**src/rtl/spi_pkg.sv**
```systemverilog
// Shared state encoding and default parameters for the SPI slave endpoint.
// No logic: types and constants only, so it adds no latency and has no backpressure.
package spi_pkg;

    typedef enum logic [1:0] {
        ST_IDLE,
        ST_LOAD,
        ST_SHIFT
    } state_e;

    localparam int         DEF_DATA_WIDTH  = 8;
    localparam int         DEF_SYNC_STAGES = 2;
    localparam logic [7:0] DEF_IDLE_WORD   = 8'hFF;

endpackage

```
**src/rtl/spi_slave_core_if.sv**
```systemverilog
// Host-side transmit/receive handshake of the SPI slave endpoint.
// Wiring only: no latency; valid/ready on both TX and RX paths.
interface spi_slave_core_if #(
    parameter int DATA_WIDTH = 8
);
    logic [DATA_WIDTH-1:0] I_TX_DATA;
    logic                  I_TX_VALID;
    logic                  O_TX_READY;
    logic [DATA_WIDTH-1:0] O_RX_DATA;
    logic                  O_RX_VALID;
    logic                  I_RX_READY;
    logic                  O_OVERRUN;
    logic                  I_CLR_ERR;
    logic                  O_FRAME_ERR;
    logic                  O_BUSY;

    modport slave (
        input  I_TX_DATA, I_TX_VALID, I_RX_READY, I_CLR_ERR,
        output O_TX_READY, O_RX_DATA, O_RX_VALID, O_OVERRUN, O_FRAME_ERR, O_BUSY
    );

    modport master (
        output I_TX_DATA, I_TX_VALID, I_RX_READY, I_CLR_ERR,
        input  O_TX_READY, O_RX_DATA, O_RX_VALID, O_OVERRUN, O_FRAME_ERR, O_BUSY
    );
endinterface

```
**src/rtl/spi_sync.sv**
```systemverilog
// N-stage single-bit synchroniser with a configurable reset preset.
// Latency STAGES clocks; no backpressure.
module spi_sync #(
    parameter int   STAGES  = 2,
    parameter logic RST_VAL = 1'b0
) (
    input  logic clk,
    input  logic rst_n,
    input  logic d,
    output logic q
);
    logic [STAGES-1:0] sync_q;
    logic [STAGES-1:0] sync_d;

    always_comb begin
        sync_d = {sync_q[STAGES-2:0], d};
    end

    always_ff @(posedge clk or negedge rst_n) begin
        if (!rst_n) begin
            sync_q <= {STAGES{RST_VAL}};
        end else begin
            sync_q <= sync_d;
        end
    end

    assign q = sync_q[STAGES-1];
endmodule

```
**src/rtl/spi_slave_core.sv**
```systemverilog
// SPI mode-0 slave: oversampled deserialiser/serialiser; SPI_SLAVE_ECHO_EN echoes the last RX word.
// RX valid SYNC_STAGES+2 clocks after last SCLK rise; no RX backpressure on the wire, overrun flagged.
module spi_slave_core
    import spi_pkg::*;
#(
    parameter int                    DATA_WIDTH  = DEF_DATA_WIDTH,
    parameter int                    SYNC_STAGES = DEF_SYNC_STAGES,
    parameter logic [DATA_WIDTH-1:0] IDLE_WORD   = DATA_WIDTH'(DEF_IDLE_WORD)
) (
    input  logic               I_CLK,
    input  logic               I_RESETN,
    input  logic               SCLK_SLAVE,
    input  logic               SS_N_SLAVE,
    input  logic               MOSI_SLAVE,
    output logic               MISO_SLAVE,
    output logic               MISO_OE,
    spi_slave_core_if.slave    host
);
    localparam int                CNT_W    = $clog2(DATA_WIDTH + 1);
    localparam int                SET_W    = $clog2(SYNC_STAGES + 3) + 1;
    localparam logic [SET_W-1:0]  SETTLE   = SET_W'(SYNC_STAGES + 2);
    localparam logic [CNT_W-1:0]  LAST_BIT = CNT_W'(DATA_WIDTH - 1);

    logic sclk_s, ss_n_s, mosi_s;

    spi_sync #(.STAGES(SYNC_STAGES), .RST_VAL(1'b0)) u_sync_sclk (
        .clk(I_CLK), .rst_n(I_RESETN), .d(SCLK_SLAVE), .q(sclk_s));
    spi_sync #(.STAGES(SYNC_STAGES), .RST_VAL(1'b1)) u_sync_ss_n (
        .clk(I_CLK), .rst_n(I_RESETN), .d(SS_N_SLAVE), .q(ss_n_s));
    spi_sync #(.STAGES(SYNC_STAGES), .RST_VAL(1'b0)) u_sync_mosi (
        .clk(I_CLK), .rst_n(I_RESETN), .d(MOSI_SLAVE), .q(mosi_s));

    state_e                state_q, state_d;
    logic                  sclk_prev_q, ss_n_prev_q;
    logic [SET_W-1:0]      settle_q, settle_d;
    logic [DATA_WIDTH-1:0] shout_q, shout_d;
    logic [DATA_WIDTH-1:0] rx_sh_q, rx_sh_d;
    logic [CNT_W-1:0]      bit_cnt_q, bit_cnt_d;
    logic                  reload_q, reload_d;
    logic                  commit_q, commit_d;
    logic                  tx_full_q, tx_full_d;
    logic [DATA_WIDTH-1:0] hold_q, hold_d;
    logic                  rx_valid_q, rx_valid_d;
    logic [DATA_WIDTH-1:0] rx_data_q, rx_data_d;
    logic                  ovr_q, ovr_d;
    logic                  frame_err_q, frame_err_d;
    logic                  take_tx;
    logic                  settled, sclk_rise, sclk_fall, ss_fall, ss_rise;
    logic [DATA_WIDTH-1:0] fill_word, next_word;

`ifdef SPI_SLAVE_ECHO_EN
    logic [DATA_WIDTH-1:0] echo_q, echo_d;

    always_comb begin
        echo_d = echo_q;
        if (commit_q) begin
            echo_d = rx_sh_q;
        end
    end

    always_ff @(posedge I_CLK or negedge I_RESETN) begin
        if (!I_RESETN) begin
            echo_q <= IDLE_WORD;
        end else begin
            echo_q <= echo_d;
        end
    end

    assign fill_word = echo_q;
`else
    assign fill_word = IDLE_WORD;
`endif

    // The SS_N preset makes a held-low pin look like a fall once the synchroniser fills;
    // ignoring falls until the pipeline settles keeps a mid-frame reset from re-entering the frame.
    assign settled   = (settle_q == SETTLE);
    assign sclk_rise = sclk_s & ~sclk_prev_q;
    assign sclk_fall = ~sclk_s & sclk_prev_q;
    assign ss_fall   = ~ss_n_s & ss_n_prev_q & settled;
    assign ss_rise   = ss_n_s & ~ss_n_prev_q;
    assign next_word = tx_full_q ? hold_q : fill_word;

    always_comb begin
        state_d     = state_q;
        settle_d    = settle_q;
        shout_d     = shout_q;
        rx_sh_d     = rx_sh_q;
        bit_cnt_d   = bit_cnt_q;
        reload_d    = reload_q;
        commit_d    = 1'b0;
        frame_err_d = 1'b0;
        take_tx     = 1'b0;
        tx_full_d   = tx_full_q;
        hold_d      = hold_q;
        rx_valid_d  = rx_valid_q;
        rx_data_d   = rx_data_q;
        ovr_d       = ovr_q & ~host.I_CLR_ERR;

        if (!settled) begin
            settle_d = settle_q + SET_W'(1);
        end

        case (state_q)
            ST_IDLE: begin
                if (ss_fall) begin
                    state_d = ST_LOAD;
                end
            end
            ST_LOAD: begin
                shout_d   = next_word;
                take_tx   = tx_full_q;
                bit_cnt_d = '0;
                reload_d  = 1'b0;
                state_d   = ST_SHIFT;
            end
            ST_SHIFT: begin
                if (ss_rise) begin
                    state_d     = ST_IDLE;
                    frame_err_d = (bit_cnt_q != '0);
                    bit_cnt_d   = '0;
                    reload_d    = 1'b0;
                end else if (sclk_rise) begin
                    rx_sh_d = {rx_sh_q[DATA_WIDTH-2:0], mosi_s};
                    if (bit_cnt_q == LAST_BIT) begin
                        bit_cnt_d = '0;
                        commit_d  = 1'b1;
                        reload_d  = 1'b1;
                    end else begin
                        bit_cnt_d = bit_cnt_q + CNT_W'(1);
                    end
                end else if (sclk_fall) begin
                    if (reload_q) begin
                        shout_d  = next_word;
                        take_tx  = tx_full_q;
                        reload_d = 1'b0;
                    end else begin
                        shout_d = {shout_q[DATA_WIDTH-2:0], 1'b0};
                    end
                end
            end
            default: begin
                state_d = ST_IDLE;
            end
        endcase

        // A write only lands while empty, so it can never collide with the holding register being taken.
        if (take_tx) begin
            tx_full_d = 1'b0;
        end
        if (host.I_TX_VALID && !tx_full_q) begin
            tx_full_d = 1'b1;
            hold_d    = host.I_TX_DATA;
        end

        if (rx_valid_q && host.I_RX_READY) begin
            rx_valid_d = 1'b0;
        end
        if (commit_q) begin
            if (!rx_valid_q || host.I_RX_READY) begin
                rx_data_d  = rx_sh_q;
                rx_valid_d = 1'b1;
            end else begin
                ovr_d = 1'b1;
            end
        end
    end

    always_ff @(posedge I_CLK or negedge I_RESETN) begin
        if (!I_RESETN) begin
            state_q     <= ST_IDLE;
            sclk_prev_q <= 1'b0;
            ss_n_prev_q <= 1'b1;
            settle_q    <= '0;
            shout_q     <= '1;
            rx_sh_q     <= '0;
            bit_cnt_q   <= '0;
            reload_q    <= 1'b0;
            commit_q    <= 1'b0;
            tx_full_q   <= 1'b0;
            hold_q      <= '0;
            rx_valid_q  <= 1'b0;
            rx_data_q   <= '0;
            ovr_q       <= 1'b0;
            frame_err_q <= 1'b0;
        end else begin
            state_q     <= state_d;
            sclk_prev_q <= sclk_s;
            ss_n_prev_q <= ss_n_s;
            settle_q    <= settle_d;
            shout_q     <= shout_d;
            rx_sh_q     <= rx_sh_d;
            bit_cnt_q   <= bit_cnt_d;
            reload_q    <= reload_d;
            commit_q    <= commit_d;
            tx_full_q   <= tx_full_d;
            hold_q      <= hold_d;
            rx_valid_q  <= rx_valid_d;
            rx_data_q   <= rx_data_d;
            ovr_q       <= ovr_d;
            frame_err_q <= frame_err_d;
        end
    end

    // During LOAD the MSB comes straight from the mux so MISO is valid before the register settles.
    assign MISO_SLAVE = (state_q == ST_IDLE) ? 1'b1 :
                        (state_q == ST_LOAD) ? next_word[DATA_WIDTH-1] :
                                               shout_q[DATA_WIDTH-1];
    assign MISO_OE          = (state_q != ST_IDLE);
    assign host.O_BUSY      = (state_q != ST_IDLE);
    assign host.O_TX_READY  = ~tx_full_q;
    assign host.O_RX_DATA   = rx_data_q;
    assign host.O_RX_VALID  = rx_valid_q;
    assign host.O_OVERRUN   = ovr_q;
    assign host.O_FRAME_ERR = frame_err_q;
endmodule

```
**src/flat_wrapper.sv**
```systemverilog
// flat-port wrapper written by rule: the top's interface ports become plain ports
module spi_slave_core_flat import spi_pkg::*;
#(
    parameter int                    DATA_WIDTH  = DEF_DATA_WIDTH,
    parameter int                    SYNC_STAGES = DEF_SYNC_STAGES,
    parameter logic [DATA_WIDTH-1:0] IDLE_WORD   = DATA_WIDTH'(DEF_IDLE_WORD)
)
  (I_CLK, I_RESETN, SCLK_SLAVE, SS_N_SLAVE, MOSI_SLAVE, MISO_SLAVE, MISO_OE, host_I_TX_DATA, host_I_TX_VALID, host_I_RX_READY, host_I_CLR_ERR, host_O_TX_READY, host_O_RX_DATA, host_O_RX_VALID, host_O_OVERRUN, host_O_FRAME_ERR, host_O_BUSY);
  spi_slave_core_if #(.DATA_WIDTH(DATA_WIDTH)) host_i ();
  input  logic I_CLK;
  input  logic I_RESETN;
  input  logic SCLK_SLAVE;
  input  logic SS_N_SLAVE;
  input  logic MOSI_SLAVE;
  output logic MISO_SLAVE;
  output logic MISO_OE;
  input wire logic [$bits(host_i.I_TX_DATA)-1:0] host_I_TX_DATA;
  input wire logic [$bits(host_i.I_TX_VALID)-1:0] host_I_TX_VALID;
  input wire logic [$bits(host_i.I_RX_READY)-1:0] host_I_RX_READY;
  input wire logic [$bits(host_i.I_CLR_ERR)-1:0] host_I_CLR_ERR;
  output wire logic [$bits(host_i.O_TX_READY)-1:0] host_O_TX_READY;
  output wire logic [$bits(host_i.O_RX_DATA)-1:0] host_O_RX_DATA;
  output wire logic [$bits(host_i.O_RX_VALID)-1:0] host_O_RX_VALID;
  output wire logic [$bits(host_i.O_OVERRUN)-1:0] host_O_OVERRUN;
  output wire logic [$bits(host_i.O_FRAME_ERR)-1:0] host_O_FRAME_ERR;
  output wire logic [$bits(host_i.O_BUSY)-1:0] host_O_BUSY;
  assign host_i.I_TX_DATA = host_I_TX_DATA;
  assign host_i.I_TX_VALID = host_I_TX_VALID;
  assign host_i.I_RX_READY = host_I_RX_READY;
  assign host_i.I_CLR_ERR = host_I_CLR_ERR;
  assign host_O_TX_READY = host_i.O_TX_READY;
  assign host_O_RX_DATA = host_i.O_RX_DATA;
  assign host_O_RX_VALID = host_i.O_RX_VALID;
  assign host_O_OVERRUN = host_i.O_OVERRUN;
  assign host_O_FRAME_ERR = host_i.O_FRAME_ERR;
  assign host_O_BUSY = host_i.O_BUSY;
  spi_slave_core #(.DATA_WIDTH(DATA_WIDTH), .SYNC_STAGES(SYNC_STAGES), .IDLE_WORD(IDLE_WORD)) u_core (.I_CLK(I_CLK), .I_RESETN(I_RESETN), .SCLK_SLAVE(SCLK_SLAVE), .SS_N_SLAVE(SS_N_SLAVE), .MOSI_SLAVE(MOSI_SLAVE), .MISO_SLAVE(MISO_SLAVE), .MISO_OE(MISO_OE), .host(host_i));
endmodule
```
**config.mk**
```make
export PLATFORM = sky130hd
export DESIGN_NAME = spi_slave_core_flat
export DESIGN_NICKNAME = d
export VERILOG_FILES = /design/src/rtl/spi_pkg.sv /design/src/rtl/spi_slave_core_if.sv /design/src/rtl/spi_sync.sv /design/src/rtl/spi_slave_core.sv /design/src/flat_wrapper.sv
export SDC_FILE = /design/constraint.sdc
export NUM_CORES = 1
export LEC_CHECK = 0
export BUFFER_PORTS_ARGS = -buffer_cell sky130_fd_sc_hd__buf_2
export CAP_MARGIN = 20
export CELL_PAD_IN_SITES_DETAIL_PLACEMENT = 1
export CELL_PAD_IN_SITES_GLOBAL_PLACEMENT = 1
export CORE_MARGIN = 1.5
export CORE_UTILIZATION = 40
export CTS_BUF_LIST = sky130_fd_sc_hd__clkbuf_16
export CTS_CLUSTER_DIAMETER = 60
export CTS_CLUSTER_SIZE = 30
export DETAILED_ROUTE_END_ITERATION = 8
export PLACE_DENSITY_LB_ADDON = 0.12
export SLEW_MARGIN = 40
export SYNTH_ARGS = -nofsm -noshare
export SYNTH_HDL_FRONTEND = slang
export SYNTH_HIERARCHICAL = 1
export SYNTH_SLANG_ARGS = --single-unit
```
**constraint.sdc**
```tcl
create_clock -name I_CLK -period 1.9 [get_ports I_CLK]
set_input_delay 0.095 -clock I_CLK [delete_from_list [all_inputs] [get_ports I_CLK]]
set_output_delay 0.095 -clock I_CLK [all_outputs]
set_load 0.03 [all_outputs]
```
======== Word-level counts from Yosys, hierarchy flattened ========
Cells that the tools add are included.
word-level totals
  logic and storage cells ................. 99
  register bits ........................... 56
  output and inout bits ................... 15
cells by class
  bitwise gates (word level) .............. 13
  equality and inequality tests ........... 12
  multiplexer cells ....................... 38
  add/sub/neg operators ................... 2
  reduce and logical (&&, ||, !) cells .... 16
operators by type and width
  cell                                                                   count
  8-bit two-way mux                                                      5
  1-bit two-way mux                                                      23
  8-bit one-hot mux with 2 select lines                                  1
  4-bit two-way mux                                                      3
  4-bit by 1-bit adder with 4-bit output, second input constant          2
  4-bit by 3-bit equality test with 1-bit output, second input constant  2
  4-bit one-hot mux with 2 select lines                                  1
  1-bit inverter                                                         7
  1-bit AND                                                              6
  2-bit by 1-bit != test with 1-bit output, second input constant        3
  2-bit one-hot mux with 3 select lines                                  1
  2-bit AND reduction                                                    3
  3-bit AND reduction                                                    2
  2-bit nonzero test                                                     3
  2-bit two-way mux                                                      2
  2-bit != test, second input constant                                   2
  4-bit by 1-bit != test with 1-bit output, second input constant        1
  4-bit != test, second input constant                                   1
  1-bit one-hot mux with 2 select lines                                  2
  4-bit AND reduction                                                    1
  4-bit nonzero test                                                     1
  3-bit by 1-bit != test with 1-bit output, second input constant        1
  2-bit by 1-bit equality test with 1-bit output, second input constant  1
  2-bit equality test, second input constant                             1
  4 further kinds                                                        6

======== Longest topological paths before layout ========
  depth in word-level cells ............... 8
  depth in mapped cells ................... 8

======== Hierarchy ========
The synthesis kept the hierarchy.
modules (own cells, without submodules)
  module                              area an instance (sq um)  instances  cells an instance  sequential area each (sq um)
  spi_slave_core                      2327.2                    1          193                1262.5
  spi_sync at u_core.u_sync_mosi ...  50.0                      2          2                  50.0
  spi_sync at u_core.u_sync_ss_n      52.6                      1          2                  52.6

======== Least setup slack after synthesis ========
Ideal clock, no wire load.
  path kind ............................... register to register
  start point ............................. register u_core.state_q[0]
  end point ............................... register u_core.rx_sh_q[0]
  data arrival time ....................... 1303 ps
  cell stages (with the launch flop) ...... 7
  path slack .............................. 472 ps
  clock period less this slack ............ 1428 ps
  library setup time ...................... 125 ps
  cells stage by stage .................... dfrtp_1 -> inv_1 -> ha_1 -> buf_4 -> nand3_2 -> buf_6 -> mux2_4
on the way
  longest elaborated chain between the ends .. 2
ends and longest elaborated chain
  what                                  line                   RTL
  from (decl)                           spi_slave_core.sv:33   state_e state_q, state_d;
  from (signal assigned)                spi_slave_core.sv:186  state_q <= state_d;
  2-bit equality test                   spi_slave_core.sv:103  case (state_q)
  3-bit AND reduction (no source line)  --
  to (signal assigned)                  spi_slave_core.sv:191  rx_sh_q <= rx_sh_d;
  to (decl)                             spi_slave_core.sv:37   logic [DATA_WIDTH-1:0] rx_sh_q, rx_sh_d;
Every way passes these cells.
A chain may end at the register's enable or synchronous reset.

======== Final worst setup path ========
  start point ............................. register u_core.state_q[0]
  end point ............................... register u_core.shout_q[1]
on the way
  longest elaborated chain between the ends .. 3
  elaborated cells between the ends (all ways) .. 8
  classes of those cells .................. eq/ne: 5; mux: 1; reduce/logical: 2
ends and longest elaborated chain
  what                                                                                   line                   RTL
  2-bit equality test or 2-bit by 1-bit equality test with 1-bit output (tied branches)  spi_slave_core.sv:103
  2-bit != test (no source line), or another cell as far along                           --
  4-bit AND reduction (no source line)                                                   --
  to (signal assigned)                                                                   spi_slave_core.sv:190  shout_q <= shout_d;
  to (decl)                                                                              spi_slave_core.sv:36   logic [DATA_WIDTH-1:0] shout_q, shout_d;
Parallel ways exist; a longest one is shown, timed or not.

==> impl_metrics.toml <==
[run_status]
status = "completed"

[final_layout]
syn_to_final_growth_pct = 16.90
fin_cells = 314
drive_above_1_share = 0.3431
nets = 263
diodes = 0

[sta]
fin_crit_ps = 1723
fin_setup_tns_ps = 0
tightestPinTransition_ps = 418.8
worst_slack_ps = 176.9
hold_viol = 0
report.final.slew_viol_count = 0
skew_ps = 8.089
setup_viol = 0
rsz0062_at_grt = "true"
slew_headroom = 0.7208
fmax_ghz = 0.5804
period_share = 0.9069

[route]
vias = 1583
drt_iter0_drc = 52
dr.pass1.iters = 4
detail_route.vias_per_cell = 5.041
drc = 0
wl_mm = 4.687
wl_per_cell_um = 14.93
antenna_left = 0

[critical_path]
cp-end-kind = "register"
cp_slowest_cell = "dfrtp_1"
path_class = "reg2reg"
crit_buf_inv = 2
cp.required_ps = 2120
start_kind = "register"
cp_max_fo = 16
cpPeakStageDelay_ps = 400
cp_data_arrival_time_ps = 1940
critical-path-top-delay-family = "compound AO/OA/AOI/OAI gates"
path_cells = "inv_1 > ha_1 > buf_4 > nor2b_1 > a31oi_4 > nand2_1 > o21ai_1"

[floorplan]
core-area_um2 = 5956
rows = 28
fp.dieH_um = 81.74
ios = 31
dieArea_um2 = 6681
initial_core_util = 0.4164
dieWidth_um = 81.74

[power_and_ir_drop]
peakVddDrop_mv = 0.5815
netSwitchingPower_mw = 1.157
combPwrFrac = 0.291
sequentialPowerShare = 0.460
p_leak_nw = 1.435
p_int_mw = 2.440
p_sw_frac = 0.3216
clock_power_share = 0.249
p_per_area_nw_per_um2 = 1241

[global_route]
grt_pass1_vias = 1718
grt_start_max_net_pins = 25
grt_antenna_before_repair = 0
grt_use_met3 = 0.03667
overflow = 0
grt_util_all_layers = 0.1565
grt_use_met2 = 0.2689
met1_usage = 0.1976
top_usage_layer = "met2"
grt_pass1_wl_mm = 7.941

[synth]
synthAdderAreaFrac = 0.04541
yosysMostFrequentCell = "dfrtp_1"
synth-simple-area-share = 0.1226
synth-xor-area-share = 0.003532
synth_top_cell_by_area = "dfrtp_1"
netlist.area_leader.share = 0.4541
post_synth_mux_area_share = 0.1276
synth_top_family_by_area = "multiplexers"
synth_compound_area_frac = 0.09132
synth-edff-count = 0
syn_inst = 199
syn_nets = 224
yosysSeqAreaShare = 0.5706
ys_ff_latch = 56
synth_area_leaders = "dfrtp_1 (45%), dfstp_2 (12%), mux2_2 (7.7%)"
ys.flop_type = "dfrtp_1"
synth.avg_cell_area_um2 = 12.46
synth_common_cells = "dfrtp_1 (45), nand2_1 (19), o21ai_0 (18)"
ys_warn_count = 6
syn-cell-area_um2 = 2480
synth-async-reset-ratio = 1.000
ys_types = 40

[clocking]
post_cts.repair.setup_buffers = 0
cts_root_buf = "clkbuf_16"
clk_latency_ps = 290
cts_tree = "built"
htree_num_levels = 2
cts_buffers = 5
cts_max_path_buffers = 2
clkTransAtPathRegs_ps = 70
cts-resized-gates = 0
cts_num_sinks = 56

[placed_design]
place_ws_ps = 151.8
place_congestion = 0.7692
place_hpwl_mm = 3.499
dp_cells = 301
portBuffers = 30

[run]
max_cap_violations = 0

[min_path]
hp-class = "in2reg"
## kinds of logic (layout without fill, tap and decap cells)
group	count (synthesis)	after routing
flops	56	56
simple gates	51	51
compound gates	36	36
mux	26	26
buf+inv	20	60
fa+ha+maj	9	9
xor+xnor	1	1
## routing by layer
layer  up-vias  routed length (um)
met5         -                   0
met4         0                  25
met3         2                 155
met2        25                2391
met1       798                2115
li1        758                   -
## final timing paths
| check | startpoint | endpoint | cells after the start | slack [ps] |
|---|---|---|---|---|
| worst max-delay path | u_core/state_q[0] | u_core/shout_q[1] | 7 | 180 |
| worst min-delay path | host_I_TX_DATA[7] | u_core/hold_q[7] | 2 | 30 |
| worst max register to register | u_core/state_q[0] | u_core/shout_q[1] | 7 | 180 |
| worst min register to register | u_core/u_sync_sclk/sync_q[0] | u_core/u_sync_sclk/sync_q[1] | 0 | 350 |
| max in group asynchronous | I_RESETN | u_core/u_sync_mosi/sync_q[1] | 3 | 990 |
| min in group asynchronous | I_RESETN | u_core/hold_q[4] | 2 | 250 |
## through the flow
stage / power [mW] / hold WS, ps / instance area, um2 / utilization
2_1_floorplan: 2.459 / -200.6 / 2480 / -
5_1_grt: 3.839 / 36.86 / 2899 / 0.4868
3_3_place_gp: 2.664 / 30.37 / 2706 / 0.4544
6_report: 3.597 / 31.55 / 2899 / 0.4868
3_5_place_dp: 2.736 / 40.80 / 2706 / 0.4544
4_1_cts: 3.664 / 25.98 / 2899 / 0.4868
## flip-flops by register name, summed over array words and instances, names as in the netlist, 4 cells and up
register / flops
u_core/bit_cnt_q: 4
u_core/rx_sh_q: 8
u_core/host.O_RX_DATA: 8
u_core/shout_q: 8
u_core/hold_q: 8
u_core/settle_q: 4
## layout make-up
type                            count  area [um2]
Fill cell                         641        3057
Multi-Input combinational cell    123       968.4
Clock inverter                      3       17.52
Timing Repair Buffer               39       230.2
Tap cell                           75       93.84
Sequential cell                    56        1415
Clock buffer                        5       125.1
Inverter                           13       48.80
## cell usage in the layout (no fill, tap or decap), types with 2 or more instances in the layout
master,n
buf_4,4
mux2i_1,2
dfstp_2,11
nand2b_1,4
dfrtp_1,45
mux2_4,7
a21o_1,4
clkbuf_16,5
o21ai_1,2
o21ai_0,18
nor2b_1,3
a21oi_1,2
nor2_1,5
dlygate4sd3_1,5
mux2_2,17
buf_2,30
nand3b_1,7
inv_1,13
ha_1,9
nand3_1,3
nand2_1,19
o22ai_1,3
## timing repair
| item | in CTS | in global routing |
|---|---|---|
| endpoints found under the hold margin | 15 | 0 |
| hold buffers | 5 | 0 |
| endpoints found under the setup margin | 0 | 1 |
## power groups by stage
stage / Sequential, mW / Clock, mW / Combinational (mW)
floorplan: 1.61 / 0 / 0.846
global placement: 1.66 / 0 / 1.00
detailed placement: 1.68 / 0 / 1.06
CTS: 1.66 / 0.931 / 1.07
global route: 1.69 / 0.972 / 1.17
finish: 1.65 / 0.895 / 1.05
No activity file was read; power rests on OpenSTA's default activity.
